--- config.mk ---
export PLATFORM = sky130hd
export DESIGN_NAME = rx_frame_reader_flat
export DESIGN_NICKNAME = d
export VERILOG_FILES = /design/src/rtl/rx_frame_reader_pkg.sv /design/src/rtl/rx_frame_reader_if.sv /design/src/rtl/rx_frame_reader_sat_counter.sv /design/src/rtl/rx_frame_reader.sv /design/src/flat_wrapper.sv
export SDC_FILE = /design/constraint.sdc
export NUM_CORES = 1
export LEC_CHECK = 0
export BUFFER_PORTS_ARGS = -buffer_cell sky130_fd_sc_hd__buf_2
export CORE_UTILIZATION = 45
export DETAILED_ROUTE_END_ITERATION = 10
export GPL_TIMING_DRIVEN = 0
export PLACE_DENSITY_LB_ADDON = 0.3
export SKIP_CTS_REPAIR_TIMING = 1
export SYNTH_ARGS = -nofsm -noshare
export SYNTH_HDL_FRONTEND = slang
export SYNTH_SLANG_ARGS = --single-unit
--- constraint.sdc ---
create_clock -name clk -period 2.5 [get_ports clk]
set_input_delay 0.125 -clock clk [delete_from_list [all_inputs] [get_ports clk]]
set_output_delay 0.125 -clock clk [all_outputs]
set_load 0.01 [all_outputs]
--- src/rtl/rx_frame_reader_pkg.sv ---
`default_nettype none
// ============================================================================
// rx_frame_reader_pkg : rx event codes, reader state encodings, helpers
// Revision: 1.0
// ============================================================================
package rx_frame_reader_pkg;

  localparam logic [2:0] RX_EVENT_NONE = 3'd0;
  localparam logic [2:0] RX_EVENT_PHR  = 3'd1;
  localparam logic [2:0] RX_EVENT_END  = 3'd2;

  // reader section
  localparam int unsigned RFR_ST_W    = 2;
  localparam logic [1:0]  RFR_ST_IDLE = 2'd0;
  localparam logic [1:0]  RFR_ST_WAIT = 2'd1;
  localparam logic [1:0]  RFR_ST_OUT  = 2'd2;

  localparam int unsigned RFR_LEN_W   = 7;

  function automatic logic [RFR_LEN_W-1:0] rfr_len(input logic [7:0] len_byte);
    return len_byte[RFR_LEN_W-1:0];
  endfunction

endpackage
`default_nettype wire

--- src/rtl/rx_frame_reader_if.sv ---
`default_nettype none
// ============================================================================
// rx_frame_reader_if : payload byte stream, valid/ready with frame markers
// Revision: 1.0
// ============================================================================
interface rx_frame_reader_if;
  logic [7:0] data;
  logic       valid;
  logic       ready;
  logic       sof;
  logic       eof;

  modport master (output data, output valid, output sof, output eof, input ready);
  modport slave  (input data, input valid, input sof, input eof, output ready);
endinterface
`default_nettype wire

--- src/rtl/rx_frame_reader_sat_counter.sv ---
`default_nettype none
// ============================================================================
// rx_frame_reader_sat_counter : W-bit up counter that sticks at all-ones
// Revision: 1.0
// ============================================================================
module rx_frame_reader_sat_counter #(
  parameter int W = 16
) (
  input  wire logic         clk,
  input  wire logic         reset,
  input  wire logic         i_inc,
  output logic [W-1:0]      o_cnt
);

  logic [W-1:0] r_cnt;

  always_ff @(posedge clk or negedge reset) begin
    if (!reset) begin
      r_cnt <= '0;
    end else if (i_inc && (r_cnt != {W{1'b1}})) begin
      r_cnt <= r_cnt + 1'b1;
    end
  end

  assign o_cnt = r_cnt;

endmodule
`default_nettype wire

--- src/rtl/rx_frame_reader.sv ---
`default_nettype none
// ============================================================================
// rx_frame_reader : reads a finished frame out of the rx buffer and streams it
// Revision: 1.0
// ============================================================================
module rx_frame_reader
  import rx_frame_reader_pkg::*;
#(
  parameter int ADDR_W  = 7,
  parameter int MAX_LEN = 127,
  parameter int CNT_W   = 16
) (
  input  wire logic              clk,
  input  wire logic              reset,
  input  wire logic [2:0]        i_ev,
  input  wire logic              i_ev_sig,
  output logic [ADDR_W-1:0]      o_buf_r_addr,
  input  wire logic [7:0]        i_buf_r_byte,
  rx_frame_reader_if.master      stream,
  output logic                   o_err,
  output logic                   o_busy,
  output logic [CNT_W-1:0]       o_frame_cnt,
  output logic [CNT_W-1:0]       o_drop_cnt
);

  localparam logic [RFR_LEN_W-1:0] C_MAX_LEN = RFR_LEN_W'(MAX_LEN);

  logic [RFR_ST_W-1:0]  r_state;
  logic [RFR_ST_W-1:0]  w_state_nxt;
  logic [RFR_LEN_W-1:0] r_k;
  logic [RFR_LEN_W-1:0] r_len;
  logic [ADDR_W-1:0]    r_addr;
  logic [7:0]           r_data;
  logic                 r_valid;
  logic                 r_sof;
  logic                 r_eof;
  logic                 r_err;
  logic                 r_abort;

  logic                 w_end;
  logic                 w_phr;
  logic [RFR_LEN_W-1:0] w_len;
  logic [RFR_LEN_W-1:0] w_k_inc;
  logic                 w_hs;
  logic                 w_last;
  logic                 w_abort;
  logic                 w_start;
  logic                 w_load;
  logic                 w_adv;
  logic                 w_frame_inc;
  logic                 w_drop;

  assign w_end   = i_ev_sig && (i_ev == RX_EVENT_END);
  assign w_phr   = i_ev_sig && (i_ev == RX_EVENT_PHR);
  assign w_len   = rfr_len(i_buf_r_byte);
  assign w_k_inc = r_k + 1'b1;
  assign w_hs    = r_valid && stream.ready;
  assign w_last  = (r_k == r_len);
  // An abort seen earlier in OUT, or arriving on the handshake cycle itself
  assign w_abort = r_abort || w_phr;
  assign w_start = (r_state == RFR_ST_IDLE) && w_end &&
                   (w_len != '0) && (w_len <= C_MAX_LEN);

  always_ff @(posedge clk or negedge reset) begin
    if (!reset) begin
      r_state <= RFR_ST_IDLE;
    end else begin
      r_state <= w_state_nxt;
    end
  end

  always_comb begin
    w_state_nxt = r_state;
    case (r_state)
      RFR_ST_IDLE: if (w_start) w_state_nxt = RFR_ST_WAIT;
      RFR_ST_WAIT: w_state_nxt = w_phr ? RFR_ST_IDLE : RFR_ST_OUT;
      RFR_ST_OUT: begin
        if (w_hs) begin
          w_state_nxt = (w_last || w_abort) ? RFR_ST_IDLE : RFR_ST_WAIT;
        end
      end
      default: w_state_nxt = RFR_ST_IDLE;
    endcase
  end

  always_comb begin
    w_load      = 1'b0;
    w_adv       = 1'b0;
    w_frame_inc = 1'b0;
    w_drop      = 1'b0;
    case (r_state)
      RFR_ST_IDLE: begin
        if (w_end) begin
          if (w_len == '0)           w_frame_inc = 1'b1;
          else if (w_len > C_MAX_LEN) w_drop     = 1'b1;
        end
      end
      RFR_ST_WAIT: begin
        if (w_phr) w_drop = 1'b1;
        else       w_load = 1'b1;
      end
      RFR_ST_OUT: begin
        if (w_hs) begin
          if (w_last)       w_frame_inc = 1'b1;
          else if (w_abort) w_drop      = 1'b1;
          else              w_adv       = 1'b1;
        end
      end
      default: ;
    endcase
  end

  always_ff @(posedge clk or negedge reset) begin
    if (!reset) begin
      r_k     <= '0;
      r_len   <= '0;
      r_addr  <= '0;
      r_data  <= '0;
      r_valid <= 1'b0;
      r_sof   <= 1'b0;
      r_eof   <= 1'b0;
      r_err   <= 1'b0;
      r_abort <= 1'b0;
    end else begin
      r_err   <= w_drop;
      r_abort <= ((r_state == RFR_ST_OUT) && !w_hs) ? w_abort : 1'b0;
      if (w_start) begin
        r_k    <= RFR_LEN_W'(1);
        r_len  <= w_len;
        r_addr <= ADDR_W'(1);
      end
      if (w_load) begin
        r_data  <= i_buf_r_byte;
        r_valid <= 1'b1;
        r_sof   <= (r_k == RFR_LEN_W'(1));
        r_eof   <= w_last;
      end
      if (w_hs) begin
        r_valid <= 1'b0;
      end
      if (w_adv) begin
        r_k    <= w_k_inc;
        r_addr <= ADDR_W'(w_k_inc);
      end else if ((r_state != RFR_ST_IDLE) && (w_state_nxt == RFR_ST_IDLE)) begin
        r_addr <= '0;
      end
    end
  end

  rx_frame_reader_sat_counter #(.W(CNT_W)) u_frame_cnt (
    .clk   (clk),
    .reset (reset),
    .i_inc (w_frame_inc),
    .o_cnt (o_frame_cnt)
  );

  rx_frame_reader_sat_counter #(.W(CNT_W)) u_drop_cnt (
    .clk   (clk),
    .reset (reset),
    .i_inc (w_drop),
    .o_cnt (o_drop_cnt)
  );

  assign o_buf_r_addr = r_addr;
  assign stream.data  = r_data;
  assign stream.valid = r_valid;
  assign stream.sof   = r_sof;
  assign stream.eof   = r_eof;
  assign o_err        = r_err;
  assign o_busy       = (r_state != RFR_ST_IDLE);

endmodule
`default_nettype wire
--- src/flat_wrapper.sv ---
// flat-port wrapper written by rule: the top's interface ports become plain ports
module rx_frame_reader_flat import rx_frame_reader_pkg::*;
#(
  parameter int ADDR_W  = 7,
  parameter int MAX_LEN = 127,
  parameter int CNT_W   = 16
)
  (clk, reset, i_ev, i_ev_sig, o_buf_r_addr, i_buf_r_byte, o_err, o_busy, o_frame_cnt, o_drop_cnt, stream_data, stream_valid, stream_sof, stream_eof, stream_ready);
  rx_frame_reader_if stream_i ();
  input  wire logic clk;
  input  wire logic reset;
  input  wire logic [2:0] i_ev;
  input  wire logic i_ev_sig;
  output logic [ADDR_W-1:0] o_buf_r_addr;
  input  wire logic [7:0] i_buf_r_byte;
  output logic o_err;
  output logic o_busy;
  output logic [CNT_W-1:0] o_frame_cnt;
  output logic [CNT_W-1:0] o_drop_cnt;
  output wire logic [$bits(stream_i.data)-1:0] stream_data;
  output wire logic [$bits(stream_i.valid)-1:0] stream_valid;
  output wire logic [$bits(stream_i.sof)-1:0] stream_sof;
  output wire logic [$bits(stream_i.eof)-1:0] stream_eof;
  input wire logic [$bits(stream_i.ready)-1:0] stream_ready;
  assign stream_data = stream_i.data;
  assign stream_valid = stream_i.valid;
  assign stream_sof = stream_i.sof;
  assign stream_eof = stream_i.eof;
  assign stream_i.ready = stream_ready;
  rx_frame_reader #(.ADDR_W(ADDR_W), .MAX_LEN(MAX_LEN), .CNT_W(CNT_W)) u_core (.clk(clk), .reset(reset), .i_ev(i_ev), .i_ev_sig(i_ev_sig), .o_buf_r_addr(o_buf_r_addr), .i_buf_r_byte(i_buf_r_byte), .stream(stream_i), .o_err(o_err), .o_busy(o_busy), .o_frame_cnt(o_frame_cnt), .o_drop_cnt(o_drop_cnt));
endmodule
==> results of run 1 <==
==> through the flow <==
stage               hold WS [ns]  setup slack [ns]  cell area (um^2)
global route             0.00465             0.310              3850
global placement           0.353             0.517              3650
detailed placement         0.296             0.507              3650
finish                   0.00486             0.460              3850
CTS                      -0.0814             0.507              3820
floorplan                 -0.171             0.658              3200
==> critical path: cells and delay by family <==
family          cells  cell delay, ns
compound gates      1            0.15
xor+xnor            1            0.17
buf+inv             3            0.85
simple gates        4            1.00
==> placed cells by master, fill, tap and decap left out, drive strengths merged, types with 2 or more instances in the layout <==
master and instances:
and4 4, nor4 3, clkinvlp 2, nand3 19, xor2 14, inv 6
buf 71, nor2 21, nand3b 3, nand4b 2, clkinv 5, mux2 12
nor3 11, nand4 7, a21oi 3, nand2 38, o21ai 4, ha 4
and3 5, o21bai 2, dlygate4sd3 3, dfrtp 68, a21o 10, or2 2
xnor2 27, clkbuf 9
==> cell type report <==
class                   count  area share
plain buffers               5     0.00813
clock buffers               9      0.0322
clock inverters             7      0.0114
inverters                   6     0.00585
multi-input cells         204       0.375
flip-flops and latches     68       0.442
well taps                  96      0.0312
repair buffers             69      0.0943
==> sequential cells by signal (all words and copies together) (netlist names) <==
signal,cells
u_core.r_k,7
u_core.stream.data,8
u_core.u_frame_cnt.o_cnt,16
u_core.r_state,2
u_core.stream.valid,1
u_core.stream.eof,1
u_core.stream.sof,1
u_core.u_drop_cnt.o_cnt,16
u_core.o_err,1
u_core.r_abort,1
u_core.r_len,7
u_core.o_buf_r_addr,7
==> per-layer routing <==
metal / GRT usage / wire length, um
met3: 0.0390 / 283
met4: 0.118 / 205
met2: 0.266 / 2660
met1: 0.248 / 3130
met5: 0 / 0
==> power by group through the flow <==
stage | Clock, uW | Combinational [uW] | Sequential (uW)
finish | 773 | 619 | 1410
global route | 852 | 686 | 1440
CTS | 800 | 623 | 1410
detailed placement | 0 | 619 | 1430
global placement | 0 | 606 | 1420
floorplan | 0 | 352 | 1460
==> worst max path at each step <==
stage,start,end,slack [ns],depth (start not counted)
final,i_buf_r_byte[3],u_core.u_frame_cnt.o_cnt[13],0.46,9
after global routing,i_buf_r_byte[3],u_core.u_frame_cnt.o_cnt[13],0.31,9
after CTS,u_core.r_k[0],u_core.o_buf_r_addr[1],0.51,8
after detailed placement,i_ev[0],u_core.stream.data[4],0.51,5
after global placement,i_ev[0],u_core.stream.data[6],0.52,5
after floorplan,u_core.u_frame_cnt.o_cnt[2],u_core.u_frame_cnt.o_cnt[1],0.66,6
==> logic make-up after synthesis <==
| kind of cell | Yosys count | share of synthesized area |
|---|---|---|
| AO/OA/AOI/OAI | 25 | 0.0642 |
| XOR/XNOR | 41 | 0.115 |
| adder cells (fa/ha/maj) | 4 | 0.0157 |
| buffers and inverters | 11 | 0.0168 |
| flip-flops | 68 | 0.532 |
| multiplexers | 13 | 0.0454 |
| AND/OR/NAND/NOR | 121 | 0.211 |
==> reports/qor.csv, run 1 <==
stage,metric,value,unit
layout,multi-input logic area,0.00144,mm^2
critical_path,Slowest cell on crit path,dlygate4sd3_1,
detailed_routing,DRC viols,0,
clocking,CTS max path bufs,2,
die,Die Y,86.3,um
logic_synthesis,Yosys reg bits,68,
min_path,hold_sp,i_buf_r_byte[4],
logic_synthesis,Cells after Synth,283,
die,Die Footprint,0.00745,mm^2
timing,Final Hold Fails,0,
logic_synthesis,Post-Syn Nets,302,
run,MaxCap Viol Count,0,
detailed_routing,drt wl/cell,13.5,um
global_routing,global-route wire length before repair,10.4,mm
layout,area delta synth->final,20.4,%
power_and_ir_drop,VDD IR-drop max,0.000412,V
timing,min Tclk post-route,2.04,ns
power_and_ir_drop,Internal,1930,uW
die,Initial Utilization,0.468,
layout,Non-Filler Instances,464,
logic_synthesis,synth top area cells,"dfrtp_1 (53%), xnor2_1 (7.1%), nand2_1 (4.5%), mux2_2 (3.9%), xor2_1 (3.8%)",
layout,# diodes,0,
die,Die Wd,86.3,um
timing,Final TNS setup,0,ns
layout,filler instances,632,
place,Cells after DPL,445,
power_and_ir_drop,Comb pwr share,0.221,
power_and_ir_drop,switching part of the total,0.313,
clocking,clock latency on the worst-skew pair,0.34,ns
logic_synthesis,Synth async-reset ratio,1.00,
detailed_routing,Routed Antenna Nets,0,
timing,Worst-Margin Slew,0.850,ns
layout,Sequential Area,0.00170,mm^2
clocking,H-tree levels,3,
critical_path,"critical path fanouts, max",10,
detailed_routing,Detailed Routing Iterations Pass 1,4,
clocking,Sink Count,68,
global_routing,largest net degree at the start of global routing,69,
logic_synthesis,"Seq/Total Area, Yosys",0.532,
critical_path,"Arr. time, crit path",2.30,ns
clocking,CTS buffer count,9,
detailed_routing,Routed Wire Length,6.28,mm
min_path,hold endpoint,u_core.r_len[4],
logic_synthesis,Yosys top cell area share,0.532,
timing,Slew Limit Fails,0,
timing,FMAX,490,MHz
layout,final net count,382,
power_and_ir_drop,Flop pwr share,0.504,
logic_synthesis,"count leader, synth",dfrtp_1,
clocking,CTS root buf,clkbuf_8,
detailed_routing,via count,2343,
power_and_ir_drop,Net Sw Power,878,uW
place,Port Buffers,66,
logic_synthesis,Syn Area/Cell,11.3,um^2
critical_path,Worst setup SP type,input pin,
logic_synthesis,most frequent cells after synthesis,"dfrtp_1 (68), nand2_1 (38), xnor2_1 (26)",
critical_path,crit-path cells,dlygate4sd3_1 > buf_2 > nor4_1 > nand2_1 > nor3_1 > o21ai_2 > buf_6 > nor3_2 > xor2_1,
critical_path,critical path data required time,2.76,ns
timing,Relative slew margins,0.433,
logic_synthesis,synthesized cell area,0.00320,mm^2
logic_synthesis,count of cell types in the netlist,52,
critical_path,r2r setup slk,0.54,ns
global_routing,initial antenna violation count,0,
logic_synthesis,"EDFF count, synth",0,
place,Final HPWL DP,4.41,mm
logic_synthesis,Synth area leader,dfrtp_1,
power_and_ir_drop,Tot Pwr,2800,uW
critical_path,Worst R2R End,u_core.o_buf_r_addr[1],
global_routing,vias in the first global route,2227,
layout,share of cells above drive strength 1,0.332,
critical_path,CP peak stage delay,0.54,ns
power_and_ir_drop,Leakage,0.00200,uW
logic_synthesis,predominant post-synthesis flop cell,dfrtp_1,
critical_path,R2R Path Start,u_core.r_k[0],
global_routing,Tot GR Track Use,0.183,
detailed_routing,Vias/cell,5.05,
critical_path,Worst R2R Path Depth,8,
timing,Final setup violation count,0,
logic_synthesis,synthesis warning total,0,
die,core area,0.00683,mm^2
power_and_ir_drop,Clk pwr share,0.276,
timing,unrepaired setup endpoints after global routing,false,
detailed_routing,drt initial violations,93,
critical_path,critical path capture point type,flip-flop,
layout,Final Core Density,0.563,
die,Placement Rows,30,
die,Boundary Pins,67,
power_and_ir_drop,cell area power density,729,mW/mm^2
timing,Final Skew,0.00919,ns
run_status,status,finished clean,
place,GP Congestion,0.769,
min_path,Hold Crit Class,in -> reg,
clocking,TritonCTS clock tree,built,
min_path,hold path cells,3,
critical_path,Setup CP Type,in -> reg,
clocking,register clock-pin slew on the reported worst setup and hold paths,0.08,ns
timing,fin crit share,0.816,
global_routing,"Remaining Overflow, GRT",0,
(Power assumes the default switching activity.)
==> run 2, diff against run 1 <==
- ABC_AREA: not set -> 1
- clock period: 2.5 -> 1.6 ns (I/O delays scaled with it)
==> reports/qor.csv, run 2 <==
stage,metric,value,unit
detailed_routing,Routed Antenna Nets,0,
global_routing,Tot GR Track Use,0.210,
timing,Worst Slack Setup Final,-0.0633,ns
detailed_routing,DRC viols,0,
logic_synthesis,compound-gate portion of the synthesized area,0.0396,
critical_path,Worst setup SP type,flip-flop,
timing,worst hold-check slack,0.0127,ns
timing,Worst-Margin Slew,0.840,ns
die,Die Y,92.6,um
detailed_routing,Vias/cell,5.04,
clocking,register clock-pin slew on the reported worst setup and hold paths,0.07,ns
min_path,hold path cells,4,
timing,fin crit share,1.04,
logic_synthesis,Yosys reg bits,68,
layout,most frequent cells in the layout,"nand2_1 (166), buf_2 (65), dfrtp_1 (60)",
power_and_ir_drop,VDD IR-drop max,0.000587,V
logic_synthesis,"EDFF count, synth",0,
timing,Relative slew margins,0.440,
global_routing,initial antenna violation count,0,
timing,Final setup violation count,19,
detailed_routing,drt wl/cell,13.2,um
clocking,CTS root buf,clkbuf_8,
critical_path,"critical path fanouts, max",6,
logic_synthesis,Synth Area in XOR/XNOR,0.0545,
layout,area delta synth->final,31.5,%
die,Initial Utilization,0.471,
detailed_routing,via count,3581,
timing,min Tclk post-route,1.66,ns
logic_synthesis,mux cell area share after synthesis,0,
logic_synthesis,Synth async-reset ratio,1.00,
power_and_ir_drop,Clk pwr share,0.236,
die,Die Footprint,0.00858,mm^2
clocking,CTS max path bufs,2,
power_and_ir_drop,Comb pwr share,0.322,
place,Final HPWL DP,6.11,mm
layout,"commonest non-fill, non-tap cell in the layout",nand2_1,
logic_synthesis,predominant post-synthesis flop cell,dfrtp_1,
timing,unrepaired setup endpoints after global routing,true,
timing,Slew Limit Fails,0,
critical_path,Setup CP Type,reg -> reg,
place,Port Buffers,66,
timing,Final Hold Fails,0,
power_and_ir_drop,switching part of the total,0.358,
clocking,clock latency on the worst-skew pair,0.35,ns
logic_synthesis,"count leader, synth",nand2_1,
layout,Non-Filler Instances,711,
critical_path,critical path capture point type,flip-flop,
run_status,status,finished with violations,
power_and_ir_drop,Internal,3430,uW
timing,Final Skew,0.0118,ns
logic_synthesis,count of cell types in the netlist,28,
place,pre-CTS WS,-0.238,ns
global_routing,vias in the first global route,3116,
global_routing,"Remaining Overflow, GRT",0,
logic_synthesis,Cells after Synth,493,
run,MaxCap Viol Count,0,
place,GP Congestion,0.885,
logic_synthesis,adder-cell share of the synthesized area,0.0135,
power_and_ir_drop,Net Sw Power,1920,uW
min_path,Hold Crit Class,in -> reg,
die,core area,0.00785,mm^2
logic_synthesis,largest family of logic cells by synthesized area,simple AND/OR/NAND/NOR gates,
global_routing,largest net degree at the start of global routing,69,
power_and_ir_drop,Flop pwr share,0.442,
critical_path,critical path data required time,1.89,ns
logic_synthesis,Synth area leader,dfrtp_1,
global_routing,global-route wire length before repair,14.2,mm
critical_path,"Arr. time, crit path",1.95,ns
detailed_routing,Detailed Routing Iterations Pass 1,4,
die,Boundary Pins,67,
logic_synthesis,Syn Area/Cell,7.50,um^2
clocking,CTS buffer count,9,
layout,final net count,624,
logic_synthesis,simple-gate share of the synthesized area,0.364,
logic_synthesis,synthesized cell area,0.00370,mm^2
die,Die Wd,92.6,um
clocking,Sink Count,68,
critical_path,Worst R2R Path Depth,10,
layout,# diodes,0,
logic_synthesis,Post-Syn Nets,512,
die,Placement Rows,32,
layout,share of cells above drive strength 1,0.297,
logic_synthesis,"Seq/Total Area, Yosys",0.460,
logic_synthesis,Yosys top cell area share,0.460,
detailed_routing,Routed Wire Length,9.37,mm
clocking,TritonCTS clock tree,built,
place,Cells after DPL,661,
timing,FMAX,601,MHz
power_and_ir_drop,cell area power density,1100,mW/mm^2
run_status,violated checks,setup timing,
detailed_routing,drt initial violations,181,
logic_synthesis,synth top area cells,"dfrtp_1 (46%), nand2_1 (19%), nand3_1 (7.7%), inv_1 (5.2%), xor2_1 (4.3%)",
clocking,H-tree levels,3,
logic_synthesis,most frequent cells after synthesis,"nand2_1 (184), dfrtp_1 (68), nand3_1 (57)",
power_and_ir_drop,Leakage,0.00262,uW
layout,Final Core Density,0.619,
logic_synthesis,synthesis warning total,0,
==> run 2: power groups by stage <==
| stage | sequential (uW) | clock [uW] | combinational (uW) |
|---|---|---|---|
| floorplan | 2400 | 0 | 831 |
| detailed placement | 2370 | 0 | 1360 |
| CTS | 2340 | 1290 | 1370 |
| global placement | 2360 | 0 | 1320 |
| global route | 2400 | 1360 | 1960 |
| finish | 2370 | 1260 | 1720 |
==> run 2: metal layers <==
metal / GRT usage / up-vias / share of wire
met5: 0 / - / 0
met2: 0.327 / 98 / 0.47
met3: 0.0337 / 17 / 0.045
met4: 0.0821 / 0 / 0.019
met1: 0.293 / 1678 / 0.47
li1: - / 1788 / -
==> run 2: final timing paths <==
path,start,end,slack (ns)
min,stream_ready,u_core.stream.valid,0.01
min in group asynchronous,reset,u_core.u_drop_cnt.o_cnt[13],0.39
max,u_core.u_frame_cnt.o_cnt[0],u_core.u_frame_cnt.o_cnt[6],-0.06
min reg2reg,u_core.o_buf_r_addr[5],u_core.o_buf_r_addr[5],0.47
max in group asynchronous,reset,u_core.u_frame_cnt.o_cnt[3],0.62
max reg2reg,u_core.u_frame_cnt.o_cnt[0],u_core.u_frame_cnt.o_cnt[6],-0.06
==> run 2: per-stage QoR <==
stage / instance area, um^2 / total power, uW / TNS [ns]
2_1_floorplan: 3740 / 3230 / -0.0226
3_3_place_gp: 4200 / 3680 / -3.98
3_5_place_dp: 4200 / 3730 / -5.64
4_1_cts: 4370 / 5000 / -6.83
5_1_grt: 4860 / 5720 / -3.95
6_report: 4860 / 5350 / -0.703
==> run 2: cell families (layout without fill, tap and decap cells) <==
logic type / after synthesis / in the layout
adder cells (fa/ha/maj): 4 / 4
flip-flops: 68 / 68
XOR/XNOR: 23 / 23
buffers and inverters: 61 / 177
AND/OR/NAND/NOR: 309 / 309
AO/OA/AOI/OAI: 28 / 28
==> run 2: area by class of cell <==
class	count	area, um^2
Timing Repair Buffer	101	643
Buffer	10	91.3
Clock buffer	13	159
Clock inverter	2	10.0
Fill cell	695	2990
Tap cell	102	128
Multi-Input combinational cell	364	1930
Inverter	51	191
Sequential cell	68	1710
==> run 2: critical path, cell delays in order (launching register included) <==
cell and delay, ns:
dfrtp_2 0.42, ha_4 0.17, nand2_4 0.06, nor3_4 0.24, nand2_2 0.09, nor2_4 0.11, nand3_4 0.12, nand2_4 0.14
clkbuf_16 0.16, nand2_1 0.05, nand2_1 0.05
==> run 3, diff against run 2 <==
- CORE_UTILIZATION: 45 -> 38
==> reports/qor.csv, run 3 (synthesis results as in run 2) <==
stage,metric,value,unit
layout,filler instances,889,
global_routing,"Remaining Overflow, GRT",0,
clocking,CTS buffer count,9,
min_path,Hold Crit Class,in -> reg,
clocking,TritonCTS clock tree,built,
power_and_ir_drop,Internal,3620,uW
global_routing,largest net degree at the start of global routing,69,
critical_path,CP peak stage delay,0.42,ns
critical_path,CP top delay family,simple AND/OR/NAND/NOR gates,
detailed_routing,DRC viols,0,
critical_path,Slowest cell on crit path,dfrtp_2,
global_routing,initial antenna violation count,0,
layout,most frequent cells in the layout,"nand2_1 (156), buf_2 (65), dfrtp_1 (61)",
timing,unrepaired setup endpoints after global routing,true,
power_and_ir_drop,Flop pwr share,0.424,
die,Die Y,101,um
clocking,clock latency on the worst-skew pair,0.34,ns
critical_path,Worst setup SP type,flip-flop,
run_status,violated checks,setup timing,
layout,final net count,618,
critical_path,CP bufs+invs,1,
power_and_ir_drop,Comb pwr share,0.299,
place,GP Congestion,0.900,
clocking,register clock-pin slew on the reported worst setup and hold paths,0.08,ns
timing,Relative slew margins,0.404,
timing,Worst Slack Setup Final,-0.0956,ns
timing,Final Hold Fails,0,
die,Die Wd,101,um
critical_path,crit-path cells,ha_4 > nand2_4 > nor3_4 > nand2_2 > nor2_4 > nand3_4 > nand2_4 > clkbuf_16 > nand2_1 > nand2_1,
critical_path,"Arr. time, crit path",1.97,ns
die,core area,0.00933,mm^2
place,Port Buffers,66,
clocking,Sink Count,68,
detailed_routing,Routed Wire Length,9.34,mm
layout,share of cells above drive strength 1,0.306,
detailed_routing,drt wl/cell,12.7,um
power_and_ir_drop,Clk pwr share,0.277,
power_and_ir_drop,cell area power density,1130,mW/mm^2
die,Die Footprint,0.0101,mm^2
power_and_ir_drop,VDD IR-drop max,0.000666,V
timing,Worst-Margin Slew,0.893,ns
timing,Final setup violation count,28,
global_routing,Tot GR Track Use,0.186,
detailed_routing,Routed Antenna Nets,0,
global_routing,global-route wire length before repair,14.7,mm
timing,Final Skew,0.00727,ns
run_status,status,finished with violations,
place,Cells after DPL,688,
detailed_routing,Detailed Routing Iterations Pass 1,4,
power_and_ir_drop,switching part of the total,0.354,
place,DP Area,0.00423,mm^2
clocking,CTS max path bufs,2,
detailed_routing,Vias/cell,4.81,
detailed_routing,via count,3529,
layout,# diodes,0,
timing,fin crit share,1.06,
critical_path,critical path capture point type,flip-flop,
layout,area delta synth->final,34.3,%
power_and_ir_drop,Leakage,0.00264,uW
clocking,CTS root buf,clkbuf_8,
clocking,H-tree levels,3,
die,Boundary Pins,67,
critical_path,critical path data required time,1.88,ns
critical_path,Setup CP Type,reg -> reg,
timing,Slew Limit Fails,0,
run,MaxCap Viol Count,0,
die,Initial Utilization,0.396,
critical_path,"critical path fanouts, max",8,
global_routing,vias in the first global route,3156,
layout,cell area after layout,0.00497,mm^2
timing,min Tclk post-route,1.70,ns
layout,"commonest non-fill, non-tap cell in the layout",nand2_1,
power_and_ir_drop,Net Sw Power,1980,uW
detailed_routing,drt initial violations,139,
die,Placement Rows,35,
timing,FMAX,590,MHz
place,Final HPWL DP,6.26,mm
layout,Non-Filler Instances,733,
[run 3: cell count changes in the layout (fill, tap and decap cells not counted), sizes merged]
cell,change
clkinvlp,+1
bufinv,+1
buf,-6
clkinv,-1
[run 3: worst reg2reg max path: stages, from the launching register on]
cell and delay, ns:
dfrtp_2 0.42, ha_4 0.17, nand2_4 0.06, nor3_4 0.28
nand2_2 0.10, nor2_4 0.11, nand3_4 0.13, nand2_4 0.14
clkbuf_16 0.15, nand2_1 0.04, nand2_1 0.05
[run 3: stage by stage]
stage | util | TNS, ns | power, uW | hold WS (ns) | setup WS [ns]
6_report | 0.532 | -1.59 | 5600 | 0.0382 | -0.0956
4_1_cts | 0.478 | -5.90 | 5300 | -0.114 | -0.293
2_1_floorplan | - | -0.0226 | 3230 | -0.216 | -0.00286
5_1_grt | 0.532 | -4.93 | 5990 | 0.0319 | -0.207
3_3_place_gp | 0.454 | -4.70 | 3700 | 0.280 | -0.240
3_5_place_dp | 0.454 | -5.19 | 3740 | 0.261 | -0.263
[run 3: layout make-up]
cell class	instances	area [um^2]	area share
Buffer	10	95.1	0.0191
Clock buffer	13	179	0.0360
Clock inverter	3	42.5	0.00857
Inverter	51	191	0.0385
Multi-Input combinational cell	364	1980	0.398
Sequential cell	68	1710	0.344
Tap cell	129	161	0.0325
Timing Repair Buffer	95	611	0.123
[run 3: final timing paths]
path | start | to | slack, ns | depth (start not counted)
hold / removal | i_buf_r_byte[0] | u_core.stream.data[0] | 0.04 | 3
setup reg to reg | u_core.u_frame_cnt.o_cnt[0] | u_core.u_frame_cnt.o_cnt[7] | -0.1 | 10
min in group asynchronous | reset | u_core.o_buf_r_addr[2] | 0.38 | 2
setup / recovery | u_core.u_frame_cnt.o_cnt[0] | u_core.u_frame_cnt.o_cnt[7] | -0.1 | 10
max in group asynchronous | reset | u_core.r_k[0] | 0.54 | 2
hold reg to reg | u_core.o_buf_r_addr[4] | u_core.o_buf_r_addr[4] | 0.48 | 2
[run 3: per-layer routing]
| metal | track usage | part of all wire |
|---|---|---|
| met3 | 0.0284 | 0.032 |
| met5 | 0 | 0 |
| met4 | 0.0736 | 0.016 |
| met2 | 0.293 | 0.47 |
| met1 | 0.256 | 0.48 |
[run 3: power by group through the flow]
stage                     Sequential, uW  Combinational, uW  Clock [uW]
after floorplan                     2400                831           0
after global placement              2370               1330           0
after detailed placement            2370               1360           0
after CTS                           2350               1370        1580
after global routing                2420               1900        1670
final                               2380               1670        1550
